<file path="src/rtl/fetch_stage_pkg.sv">
// Shared fetch/decode constants: memory geometry, reset PC, bubble word and opcode field helpers.
package fetch_stage_pkg;

  localparam int          MEM_DEPTH    = 256;
  localparam int          ADDR_W       = $clog2(MEM_DEPTH);
  localparam logic [31:0] RESET_PC     = 32'd0;
  localparam logic [31:0] BUBBLE_INSTR = 32'h0000_0000;

  localparam int OPCODE_MSB = 31;
  localparam int OPCODE_LSB = 26;

  localparam logic [5:0] OP_ADD  = 6'h00;
  localparam logic [5:0] OP_JUMP = 6'h02;
  localparam logic [5:0] OP_LW   = 6'h23;

  function automatic logic [5:0] opcode_of(input logic [31:0] instr);
    return instr[OPCODE_MSB:OPCODE_LSB];
  endfunction

endpackage

</file>
<file path="src/rtl/fetch_stage_if_id_reg.sv">
// IF/ID pipeline register: captures {instr, pc, pc_plus1, valid}; flush inserts a bubble, else hold.
module if_id_reg
  import fetch_stage_pkg::*;
#(
  parameter logic [31:0] BUBBLE = BUBBLE_INSTR
) (
  input  logic        clk,
  input  logic        reset,
  input  logic        load,
  input  logic        flush,
  input  logic [31:0] d_instr,
  input  logic [31:0] d_pc,
  input  logic [31:0] d_pc_plus1,
  output logic [31:0] q_instr,
  output logic [31:0] q_pc,
  output logic [31:0] q_pc_plus1,
  output logic        q_valid
);

  // NOTE: clocked state uses non-blocking assignments so every register samples pre-edge values.
  always_ff @(posedge clk or posedge reset) begin
    if (reset) begin
      q_instr    <= BUBBLE;
      q_pc       <= '0;
      q_pc_plus1 <= '0;
      q_valid    <= 1'b0;
    end else if (flush) begin
      // A flushed slot keeps its pc fields; only the instruction and valid bit are squashed.
      q_instr <= BUBBLE;
      q_valid <= 1'b0;
    end else if (load) begin
      q_instr    <= d_instr;
      q_pc       <= d_pc;
      q_pc_plus1 <= d_pc_plus1;
      q_valid    <= 1'b1;
    end
  end

endmodule

</file>
<file path="src/rtl/fetch_stage.sv">
// Instruction fetch: owns the PC, next-PC wrap, redirect/stall priority and the saturating fetch counter.
module fetch_stage
  import fetch_stage_pkg::*;
#(
  parameter int          MEM_DEPTH_P    = MEM_DEPTH,
  parameter int          ADDR_W_P       = ADDR_W,
  parameter logic [31:0] RESET_PC_P     = RESET_PC,
  parameter logic [31:0] BUBBLE_INSTR_P = BUBBLE_INSTR
) (
  input  logic        clk,
  input  logic        reset,
  input  logic        stall,
  input  logic        redirect_valid,
  input  logic [31:0] redirect_pc,
  output logic [31:0] imem_pc,
  input  logic [31:0] imem_instr,
  output logic [31:0] ifid_instr,
  output logic [31:0] ifid_pc,
  output logic [31:0] ifid_pc_plus1,
  output logic        ifid_valid,
  output logic [31:0] fetch_count
);

  logic [31:0] pc_q;
  logic [31:0] next_pc;
  logic [31:0] redirect_target;
  logic        advance;
  logic        unused_redirect_hi;

  // NOTE: every always_comb output gets a default first so no path can infer a latch.
  always_comb begin
    next_pc = pc_q + 32'd1;
    if (pc_q[ADDR_W_P-1:0] == ADDR_W_P'(MEM_DEPTH_P - 1))
      next_pc = '0;
  end

  // Redirect targets are word indices; bits above the memory range are dropped silently.
  assign redirect_target    = 32'(redirect_pc[ADDR_W_P-1:0]);
  assign unused_redirect_hi = ^redirect_pc[31:ADDR_W_P];

  assign advance = !redirect_valid && !stall;
  assign imem_pc = pc_q;

  always_ff @(posedge clk or posedge reset) begin
    if (reset) begin
      pc_q        <= RESET_PC_P;
      fetch_count <= '0;
    end else if (redirect_valid) begin
      pc_q <= redirect_target;
    end else if (advance) begin
      pc_q <= next_pc;
      if (fetch_count != 32'hFFFF_FFFF)
        fetch_count <= fetch_count + 32'd1;
    end
  end

  if_id_reg #(
    .BUBBLE (BUBBLE_INSTR_P)
  ) u_if_id_reg (
    .clk        (clk),
    .reset      (reset),
    .load       (advance),
    .flush      (redirect_valid),
    .d_instr    (imem_instr),
    .d_pc       (pc_q),
    .d_pc_plus1 (next_pc),
    .q_instr    (ifid_instr),
    .q_pc       (ifid_pc),
    .q_pc_plus1 (ifid_pc_plus1),
    .q_valid    (ifid_valid)
  );

endmodule

</file>
<file path="config.mk">
export PLATFORM = sky130hd
export DESIGN_NAME = fetch_stage
export DESIGN_NICKNAME = d
export VERILOG_FILES = /design/src/rtl/fetch_stage_pkg.sv /design/src/rtl/fetch_stage_if_id_reg.sv /design/src/rtl/fetch_stage.sv
export SDC_FILE = /design/constraint.sdc
export NUM_CORES = 1
export LEC_CHECK = 0
export CAP_MARGIN = 15
export CELL_PAD_IN_SITES_DETAIL_PLACEMENT = 1
export CELL_PAD_IN_SITES_GLOBAL_PLACEMENT = 1
export CORE_MARGIN = 3
export CORE_UTILIZATION = 37
export CTS_BUF_LIST = sky130_fd_sc_hd__clkbuf_16
export DETAILED_ROUTE_END_ITERATION = 10
export GPL_TIMING_DRIVEN = 0
export PLACE_DENSITY = 0.87
export SLEW_MARGIN = 20
export SYNTH_ARGS = -nofsm -noshare
export SYNTH_HDL_FRONTEND = slang
export SYNTH_HIERARCHICAL = 1
export SYNTH_SLANG_ARGS = --single-unit
</file>
<file path="constraint.sdc">
create_clock -name clk -period 3.4 [get_ports clk]
set_clock_uncertainty 0.05 [all_clocks]
set_input_delay 0.51 -clock clk [delete_from_list [all_inputs] [get_ports clk]]
set_output_delay 0.51 -clock clk [all_outputs]
set_load 0.02 [all_outputs]
</file>
==> results.md, run 1 <==
- Crit path time final: 2.78 ns
- Post-synth cell types: 44
- Layout cells sized above 1: 15.3%
- Worst Path Required: 3.66 ns
- Async SR Flop Fraction: 100%
- Dpl hpwl: 16,500 um
- FMAX: 0.360 GHz
- Final Max Slew Viols: 0
- H-Tree Depth: 4
- Sw Ratio: 27.4%
- Highest fanout seen on the critical path: 10
- Register area share after synthesis: 52.9%
- Post-synthesis mux area share: 16.9%
- Largest net degree at the start of global routing: 52
- Area Growth Syn to Fin: 40.3%
- DRC: 0
- Initial antenna violation count: 1
- Filler Cells Inserted: 2,038
- Crit path kind: flip-flop to flip-flop
- Post-CTS setup buffer count: 0
- Synth Flop Type: dfrtp_1
- Worst EP arrival: 3.04 ns
- Worst skew pair latency: 0.43 ns
- Via count: 5,848
- CTS tree: built
- Max VDD drop: 0.381 mV
- GP Congestion: 0.823
- Seq pwr share: 42.6%
- Post-CTS Hold Fix Bufs: 0
- Top cell type by total area after synthesis: dfrtp_1
- Synth warn: 6
- Drt pass-1 iters: 4
- Via-to-Cell Ratio: 5.17
- FF-to-FF Start: imem_pc[0]$_DFFE_PP0P_
- Comb pwr share: 16.3%
- Power per cell area: 474 mW/mm^2
- Synthesized area: 0.00761 mm^2
- Worst setup margin: 0.622 ns
- RSZ-0062 raised after global routing: no
- Internal power: 3680 uW
- Routed WL: 23,000 um
- Rel. slew slack: 48.0%
- Synth Area in Compound Gates: 4.81%
- Startpoint types: flip-flop
- CTS root buffer: clkbuf_16
- Post-synthesis net count: 697
- Dpl ws: 0.443 ns
- #FFs+latches synth: 161
- Psw: 1380 uW
- Max incr delay on CP: 0.62 ns
- Top cells by area, synth: dfrtp_1 (53%), mux2_4 (12%), mux2i_1 (4.3%), xnor2_1 (3.8%), nor2_1 (3.5%)
- First-iteration detailed-routing DRC count: 292
- Crit. End Element: flip-flop
- Crit path top cell by count: and3_1
- Rows: 51
- Wire per inst: 20.4 um
- Post_cts resized: 0
- Area share of the largest cell type after synthesis: 52.9%
- Synth Area in Simple Gates: 15.1%
- Pleak: 0.00467 uW
- Clk network pwr share: 41.1%
- Max Cap Viol: 0
- Post-synth EDFFs: 0
- GRT Util Overall: 21.1%
- Port Buffers: 204
- Cells after Synth: 627
- Placed cells: 1,098
- Core area: 0.0198 mm^2
- Most frequent cell after synthesis: dfrtp_1
- XOR/XNOR share of the synthesized area: 5.87%
- Core Util, Final: 53.8%
- Hold Path Origin: fetch_count[24]$_DFFE_PP0P_
- Avg Cell Area, Syn: 12.1 um^2
- Main combinational cell family by area after synthesis: multiplexers
- Initial Util: 38.4%
- Clock transition at the registers of the reported paths: 0.07 ns
- Period utilization: 81.7%
- Vias in the first global route: 6,365
- Critical Path, Cell by Cell: ha_1, and3_1, and3_1, buf_2, buf_1, nor2_1, mux2_4
- Placed Area: 0.0101 mm^2
- Multi-input combinational cell area: 0.00328 mm^2
- Global-route wire length before repair: 36,500 um
- I/O Pins: 229
- Die height: 149 um
- Final number of hold-violating endpoints: 0
- Gr ovfl total: 0
- Slew @ Worst Pin: 0.777 ns
- Max clock buf depth: 2
- Crit. Startpoint: imem_pc[0]$_DFFE_PP0P_
- Fin nets: 922
- Die Area: 0.0223 mm^2
- Die X: 149 um
- Setup-failing EPs final: 0
- Reg area: 0.00403 mm^2
- Non-Filler Instances: 1,131
- Synth top cells by count: dfrtp_1 (161), nor2_1 (72), mux2_4 (60), mux2i_1 (33), xnor2_1 (33)
- Status: complete, no violations
- TritonCTS Sinks: 161
- Final TNS setup: 0 ns
- Design Area, Final: 0.0107 mm^2
- TritonCTS Buffers: 17
- Antenna Nets Post-Route: 0
- Worst hold path type: flip-flop to flip-flop
- Adder-cell share of the synthesized area: 0.329%
- Slowest cell on crit path: dfrtp_1
==> final timing paths <==
kind | cells after the start | endpoint | slack, ns
max in group asynchronous | 3 | u_if_id_reg/q_instr[23]$_DFFE_PP0P_ | 2.15
hold / removal | 1 | fetch_count[24]$_DFFE_PP0P_ | 0.44
setup reg to reg | 7 | u_if_id_reg/q_pc_plus1[19]$_DFFE_PP0P_ | 0.62
hold reg to reg | 1 | fetch_count[24]$_DFFE_PP0P_ | 0.44
setup / recovery | 7 | u_if_id_reg/q_pc_plus1[19]$_DFFE_PP0P_ | 0.62
min in group asynchronous | 2 | fetch_count[0]$_DFFE_PP0P_ | 0.47
==> cells in the final DEF (no fill, tap or decap), types with 8 or more instances in the layout <==
cell type,n
a21oi_1,18
and2_1,18
and3_1,15
buf_2,8
clkbuf_1,13
clkbuf_16,17
clkdlybuf4s50_1,204
dfrtp_1,161
mux2_4,60
mux2i_1,33
nand2_1,26
nand3_1,18
nand4_1,19
nor2_1,72
nor3_1,8
o21ai_0,24
or3_1,9
xnor2_1,33
xor2_1,18
==> power groups by stage <==
stage          Combinational, uW  Sequential [uW]  Clock, uW
2_1_floorplan                284             2300          0
3_3_place_gp                 805             2180          0
3_5_place_dp                 829             2190          0
4_1_cts                      837             2160       2120
5_1_grt                      887             2180       2220
6_report                     825             2150       2080
==> metrics by stage <==
step / hold slack, ns / power [uW]
finish: 0.444 / 5060
global route: 0.468 / 5280
CTS: 0.447 / 5110
detailed placement: 0.431 / 3020
global placement: 0.426 / 2980
floorplan: 0.539 / 2590
==> critical path, delay by kind of cell (launching register included) <==
family | cells | cell delay (ns)
multiplexers | 1 | 0.28
AND/OR/NAND/NOR | 3 | 0.66
flip-flops | 1 | 0.62
buffers and inverters | 2 | 0.72
adder cells (fa/ha/maj) | 1 | 0.32
==> layer usage <==
metal	track usage [%]	vias up	wire length, um
met2	33.9	177	11300
met3	6.27	38	1530
met1	27.0	2979	9700
met4	8.10	0	513
met5	0	-	0
li1	-	2654	-
==> flip-flops by register name, summed over array words and instances (netlist names) <==
signal                  count
imem_pc                    32
u_if_id_reg/q_pc           32
fetch_count                32
u_if_id_reg/q_instr        32
u_if_id_reg/q_valid         1
u_if_id_reg/q_pc_plus1     32
==> final cells by class <==
class / count / area share (%)
Sequential cell: 161 / 37.7
Multi-Input combinational cell: 423 / 30.7
Timing Repair Buffer: 206 / 19.6
Clock buffer: 17 / 3.98
Tap cell: 265 / 3.10
Buffer: 35 / 2.62
Clock inverter: 15 / 1.93
Inverter: 8 / 0.351
Antenna cell: 1 / 0.0234
==> cells by family after synthesis <==
family | count (synthesis)
buf+inv | 43
xor+xnor | 51
flops | 161
compound gates | 62
simple gates | 210
mux | 98
fa+ha+maj | 2
Power figures use the tool's default switching activity.
==> run 2, diff against run 1 <==
==> constraint.sdc (replaced) <==
create_clock -name clk -period 2.74 [get_ports clk]
set_clock_uncertainty 0.05 [all_clocks]
set_input_delay 0.411 -clock clk [delete_from_list [all_inputs] [get_ports clk]]
set_output_delay 0.411 -clock clk [all_outputs]
set_load 0.02 [all_outputs]
==> results.md, run 2 (synthesis results as in run 1) <==
- Filler Cells Inserted: 2,060 (+1.1%)
- Worst skew pair latency: 0.43 ns (about the same)
- Core area: 0.0198 mm^2 (unchanged)
- CTS root buffer: clkbuf_16
- Fin nets: 923 (+0.11%)
- Routed WL: 23,300 um (+1.3%)
- Antenna Nets Post-Route: 0 (unchanged)
- Final Max Slew Viols: 0 (unchanged)
- Port Buffers: 204 (unchanged)
- Die Area: 0.0223 mm^2 (unchanged)
- TritonCTS Sinks: 161 (unchanged)
- Highest fanout seen on the critical path: 10 (unchanged)
- FMAX: 0.383 GHz (+6.4%)
- Final number of hold-violating endpoints: 0 (unchanged)
- Rows: 51 (unchanged)
- R2r setup slk: 0.13 ns (-0.49 ns)
- Commonest cells after routing, fill and taps aside: clkdlybuf4s50_1 (204), dfrtp_1 (161), nor2_1 (72), mux2_4 (60)
- Startpoint types: flip-flop
- GP Congestion: 0.821 (-0.27%)
- Initial antenna violation count: 2 (+1)
- Initial Util: 38.4% (unchanged)
- Via-to-Cell Ratio: 5.15 (-0.46%)
- Layout cells sized above 1: 15.5% (+0.21 points)
- Worst setup margin: 0.130 ns (-0.492 ns)
- Pleak: 0.00468 uW (+0.23%)
- Area Growth Syn to Fin: 40.8%
- First-iteration detailed-routing DRC count: 258 (-12%)
- Wire per inst: 20.6 um (+1.2%)
- Vias in the first global route: 6,355 (-0.16%)
- Drt pass-1 iters: 6 (+2)
- Post-CTS setup buffer count: 0 (unchanged)
- Die height: 149 um (unchanged)
- Max clock buf depth: 2 (unchanged)
- Crit. End Element: flip-flop
- Worst hold path type: input pin to asynchronous set/reset pin
- I/O Pins: 229 (unchanged)
- FF-to-FF Start: imem_pc[0]$_DFFE_PP0P_
- CTS tree: built
- GRT Util Overall: 21.3% (+0.16 points)
- H-Tree Depth: 4 (unchanged)
- FF-to-FF End: imem_pc[27]$_DFFE_PP0P_
- Commonest non-fill, non-tap cell in the layout: clkdlybuf4s50_1
- Placed Area: 0.0101 mm^2 (+0.39%)
- Design Area, Final: 0.0107 mm^2 (+0.32%)
- RSZ-0062 raised after global routing: no
- Worst Path Required: 2.97 ns (-0.69 ns)
- Rel. slew slack: 45.4% (-2.6 points)
- Setup-failing EPs final: 0 (unchanged)
- Power per cell area: 589 mW/mm^2 (+24%)
- Worst EP arrival: 2.84 ns (-0.20 ns)
- Crit path time final: 2.61 ns (-0.168 ns)
- Max VDD drop: 0.448 mV (+18%)
- Clock transition at the registers of the reported paths: 0.07 ns (about the same)
- Crit path kind: flip-flop to flip-flop
- Status: complete, no violations
- Period utilization: 95.3% (+14 points)
- Global-route wire length before repair: 36,900 um (+1.2%)
- Max Cap Viol: 0 (unchanged)
- Dpl hpwl: 16,600 um (+0.58%)
- Via count: 5,826 (-0.38%)
- TritonCTS Buffers: 17 (unchanged)
- DRC: 0 (unchanged)
- R2R depth: 7 (unchanged)
- Die X: 149 um (unchanged)
- Largest net degree at the start of global routing: 56 (+7.7%)
- Dpl ws: -0.0840 ns (-0.527 ns)
- Slew @ Worst Pin: 0.816 ns (+0.0390 ns)
- Gr ovfl total: 0 (unchanged)
- Fin Hold WS: 0.273 ns (-0.171 ns)
-- run 2: changes by cell type in the layout (fill, tap and decap cells not counted) --
cell,previous run,this run
buf_1,2,1
inv_6,4,2
clkinvlp_4,3,4
inv_1,7,6
inv_8,1,2
clkinv_1,0,1
clkinv_4,2,1
clkinv_2,1,2
buf_12,6,8
-- run 2: per-stage QoR --
| step | std cells | total power (uW) | util, % | setup TNS (ns) |
|---|---|---|---|---|
| 2_1_floorplan | 627 | 3210 | - | 0 |
| 3_3_place_gp | 1096 | 3700 | 50.3 | -49.82 |
| 3_5_place_dp | 1100 | 3760 | 50.8 | -4.40 |
| 4_1_cts | 1131 | 6380 | 54.0 | 0 |
| 5_1_grt | 1132 | 6590 | 54.0 | 0 |
| 6_report | 1132 | 6310 | 54.0 | 0 |
-- run 2: worst max-delay path, stage by stage, from the launching register on --
cell and delay (ns):
dfrtp_1 0.65, ha_1 0.32, and3_1 0.30, and3_1 0.25, clkbuf_1 0.42, a41oi_1 0.11
o21ai_0 0.25, a21oi_1 0.11
-- run 2: what timing repair did --
| action | 4_1_cts | 5_1_grt |
|---|---|---|
| gates resized for setup | 0 | 0 |
| hold buffers | 0 | 0 |
| setup endpoints to repair | 10 | 0 |
-- run 2: metal layers --
metal / track usage, % / vias to the layer above / wire length (um)
li1: - / 2645 / -
met1: 26.8 / 3000 / 9890
met2: 35.3 / 151 / 11600
met3: 7.03 / 28 / 1450
met4: 5.58 / 2 / 411
met5: 0 / - / 13
-- run 2: final cells by class --
cell class	instances	area (um^2)	share of cell area (%)
flip-flops and latches	161	4030	37.6
multi-input cells	423	3280	30.6
repair buffers	208	2140	19.9
clock buffers	17	425	3.97
well taps	265	332	3.09
plain buffers	34	277	2.58
clock inverters	15	205	1.91
inverters	8	36.3	0.339
diodes	1	2.50	0.0233
-- run 2: power breakdown --
group          switching [uW]  total (uW)  internal [uW]
clock                    1060        2600           1540
sequential                159        2680           2520
combinational             527        1040            513
-- run 2: worst max-delay path by stage --
stage          slack (ns)                   start  cells past startpoint                                endpoint
3_3_place_gp        -0.69                   reset                      2                 imem_pc[22]$_DFFE_PP0P_
3_5_place_dp        -0.08          redirect_valid                      8        u_if_id_reg/q_pc[29]$_DFFE_PP0P_
6_report             0.13  imem_pc[0]$_DFFE_PP0P_                      7                 imem_pc[27]$_DFFE_PP0P_
4_1_cts              0.17  imem_pc[0]$_DFFE_PP0P_                      7                 imem_pc[27]$_DFFE_PP0P_
2_1_floorplan        0.54  imem_pc[0]$_DFFE_PP0P_                      7  u_if_id_reg/q_pc_plus1[18]$_DFFE_PP0P_
5_1_grt              0.03  imem_pc[0]$_DFFE_PP0P_                      7                 imem_pc[27]$_DFFE_PP0P_
==> run 3, diff against run 2 <==
--- a/config.mk
+++ b/config.mk
@@ -12,7 +12,6 @@
 export CORE_UTILIZATION = 37
 export CTS_BUF_LIST = sky130_fd_sc_hd__clkbuf_16
 export DETAILED_ROUTE_END_ITERATION = 10
-export GPL_TIMING_DRIVEN = 0
 export PLACE_DENSITY = 0.87
 export SLEW_MARGIN = 20
 export SYNTH_ARGS = -nofsm -noshare
==> results.md, run 3 (synthesis results as in run 1) <==
- Post_cts resized: 0 (unchanged)
- Vias in the first global route: 6,277 (-1.2%)
- Max VDD drop: 0.444 mV (-0.84%)
- Clock transition at the registers of the reported paths: 0.07 ns (about the same)
- Filler Cells Inserted: 2,059 (-0.049%)
- Largest net degree at the start of global routing: 42 (-25%)
- Dpl hpwl: 15,700 um (-5.3%)
- Crit path time final: 2.36 ns (-0.252 ns)
- TritonCTS Sinks: 161 (unchanged)
- Worst setup margin: 0.382 ns (+0.252 ns)
- Worst Path Required: 3.02 ns (+0.05 ns)
- Post-CTS Hold Fix Bufs: 0 (unchanged)
- Die X: 149 um (unchanged)
- I/O Pins: 229 (unchanged)
- Worst skew pair latency: 0.43 ns (about the same)
- Drt pass-1 iters: 5 (-1)
- GRT Util Overall: 20.5% (-0.77 points)
- Final number of hold-violating endpoints: 0 (unchanged)
- Dpl ws: 0.345 ns (+0.429 ns)
- Layout cells sized above 1: 16.2% (+0.69 points)
- Rel. slew slack: 46.8% (+1.4 points)
- Crit path kind: flip-flop to flip-flop
- Die height: 149 um (unchanged)
- Commonest non-fill, non-tap cell in the layout: clkdlybuf4s50_1
- Pleak: 0.00464 uW (-0.84%)
- Critical Path, Cell by Cell: nand3_1, nor4_4, buf_4, nand2_1, or4_1, a21oi_1
- Core area: 0.0198 mm^2 (unchanged)
- Area Growth Syn to Fin: 39.3%
- Wire per inst: 20.2 um (-2.2%)
- Status: complete, no violations
- Slew @ Worst Pin: 0.796 ns (-0.0201 ns)
- TritonCTS Buffers: 17 (unchanged)
- Worst EP arrival: 2.64 ns (-0.20 ns)
- Max incr delay on CP: 0.51 ns (-0.14 ns)
- Worst path bufs/invs: 1 (unchanged)
- FMAX: 0.424 GHz (+11%)
- Port Buffers: 204 (unchanged)
- Post-CTS setup buffer count: 0 (unchanged)
- Die Area: 0.0223 mm^2 (unchanged)
- Fin Hold WS: 0.337 ns (+0.0645 ns)
- Crit. End Element: flip-flop
- Max clock buf depth: 2 (unchanged)
- Setup-failing EPs final: 0 (unchanged)
- Worst hold path type: input pin to flip-flop
- Power per cell area: 592 mW/mm^2 (+0.45%)
- Global-route wire length before repair: 35,900 um (-2.8%)
- Antenna Nets Post-Route: 0 (unchanged)
- H-Tree Depth: 4 (unchanged)
- Initial antenna violation count: 2 (unchanged)
- Via-to-Cell Ratio: 5.16 (+0.22%)
- CTS root buffer: clkbuf_16
- Commonest cells after routing, fill and taps aside: clkdlybuf4s50_1 (203), dfrtp_1 (161), nor2_1 (71), mux2_4 (60)
- Routed WL: 22,600 um (-3.2%)
- DRC: 0 (unchanged)
- Top delay family on crit path: simple AND/OR/NAND/NOR gates
- Startpoint types: flip-flop
- Final Max Slew Viols: 0 (unchanged)
- GP Congestion: 0.815 (-0.68%)
- Non-Filler Instances: 1,120 (-1.1%)
- RSZ-0062 raised after global routing: no
- Design Area, Final: 0.0106 mm^2 (-1.1%)
- Fin nets: 911 (-1.3%)
- Gr ovfl total: 0 (unchanged)
- Placed Area: 0.00997 mm^2 (-1.2%)
- Final TNS setup: 0 ns (unchanged)
- Period utilization: 86.1% (-9.2 points)
- Slowest cell on crit path: dfrtp_1
- Rows: 51 (unchanged)
- Initial Util: 38.4% (unchanged)
- CTS tree: built
- Highest fanout seen on the critical path: 21 (+11)
- First-iteration detailed-routing DRC count: 314 (+22%)
- Via count: 5,777 (-0.84%)
- Placed cells: 1,087 (-1.2%)
- Max Cap Viol: 0 (unchanged)
-- run 3: cell count changes in the layout (fill, tap and decap cells not counted), moves of 3 or more --
cell,change
buf_12,-3
buf_2,-7
buf_4,+19
clkbuf_1,-13
buf_6,-3
-- run 3: path summary, 6_finish.rpt --
| kind | from | endpoint | slack, ns | cells after the start |
|---|---|---|---|---|
| hold reg to reg | fetch_count[24]$_DFFE_PP0P_ | fetch_count[24]$_DFFE_PP0P_ | 0.44 | 1 |
| max in group asynchronous | reset | u_if_id_reg/q_pc[3]$_DFFE_PP0P_ | 1.54 | 3 |
| hold / removal | redirect_valid | fetch_count[3]$_DFFE_PP0P_ | 0.34 | 4 |
| setup reg to reg | imem_pc[5]$_DFFE_PP0P_ | imem_pc[21]$_DFFE_PP0P_ | 0.38 | 6 |
| setup / recovery | imem_pc[5]$_DFFE_PP0P_ | imem_pc[21]$_DFFE_PP0P_ | 0.38 | 6 |
| min in group asynchronous | reset | imem_pc[0]$_DFFE_PP0P_ | 0.40 | 2 |
-- run 3: worst register-to-register path, cell delays in order, from the launching register on --
cell and delay (ns):
dfrtp_1 0.51, nand3_1 0.26, nor4_4 0.29, buf_4 0.30
nand2_1 0.16, or4_1 0.50, a21oi_1 0.19
-- run 3: cell type report --
class	count	area, um^2	share of cell area (%)
Clock inverter	15	206	1.95
Tap cell	265	332	3.13
Inverter	8	33.8	0.319
Clock buffer	17	425	4.01
Multi-Input combinational cell	423	3280	31.0
Timing Repair Buffer	230	2290	21.6
Antenna cell	1	2.50	0.0236
Sequential cell	161	4030	38.0
-- run 3: power by group --
group	switching [uW]	internal [uW]
sequential	152	2520
combinational	531	504
clock	1030	1540
-- run 3: metal layers --
layer	vias up	global-route usage [%]	wire length, um	share of wire [%]
li1	2619	-	-	-
met5	-	0	18	0.080
met1	2956	25.0	9030	40
met4	2	6.13	383	1.7
met2	170	35.1	11700	52
met3	30	6.09	1490	6.6
-- run 3: stage by stage --
stage          util [%]  power [uW]
2_1_floorplan         -        3210
3_3_place_gp       50.2        3700
3_5_place_dp       50.2        3750
4_1_cts            53.4        6350
5_1_grt            53.4        6550
6_report           53.4        6270
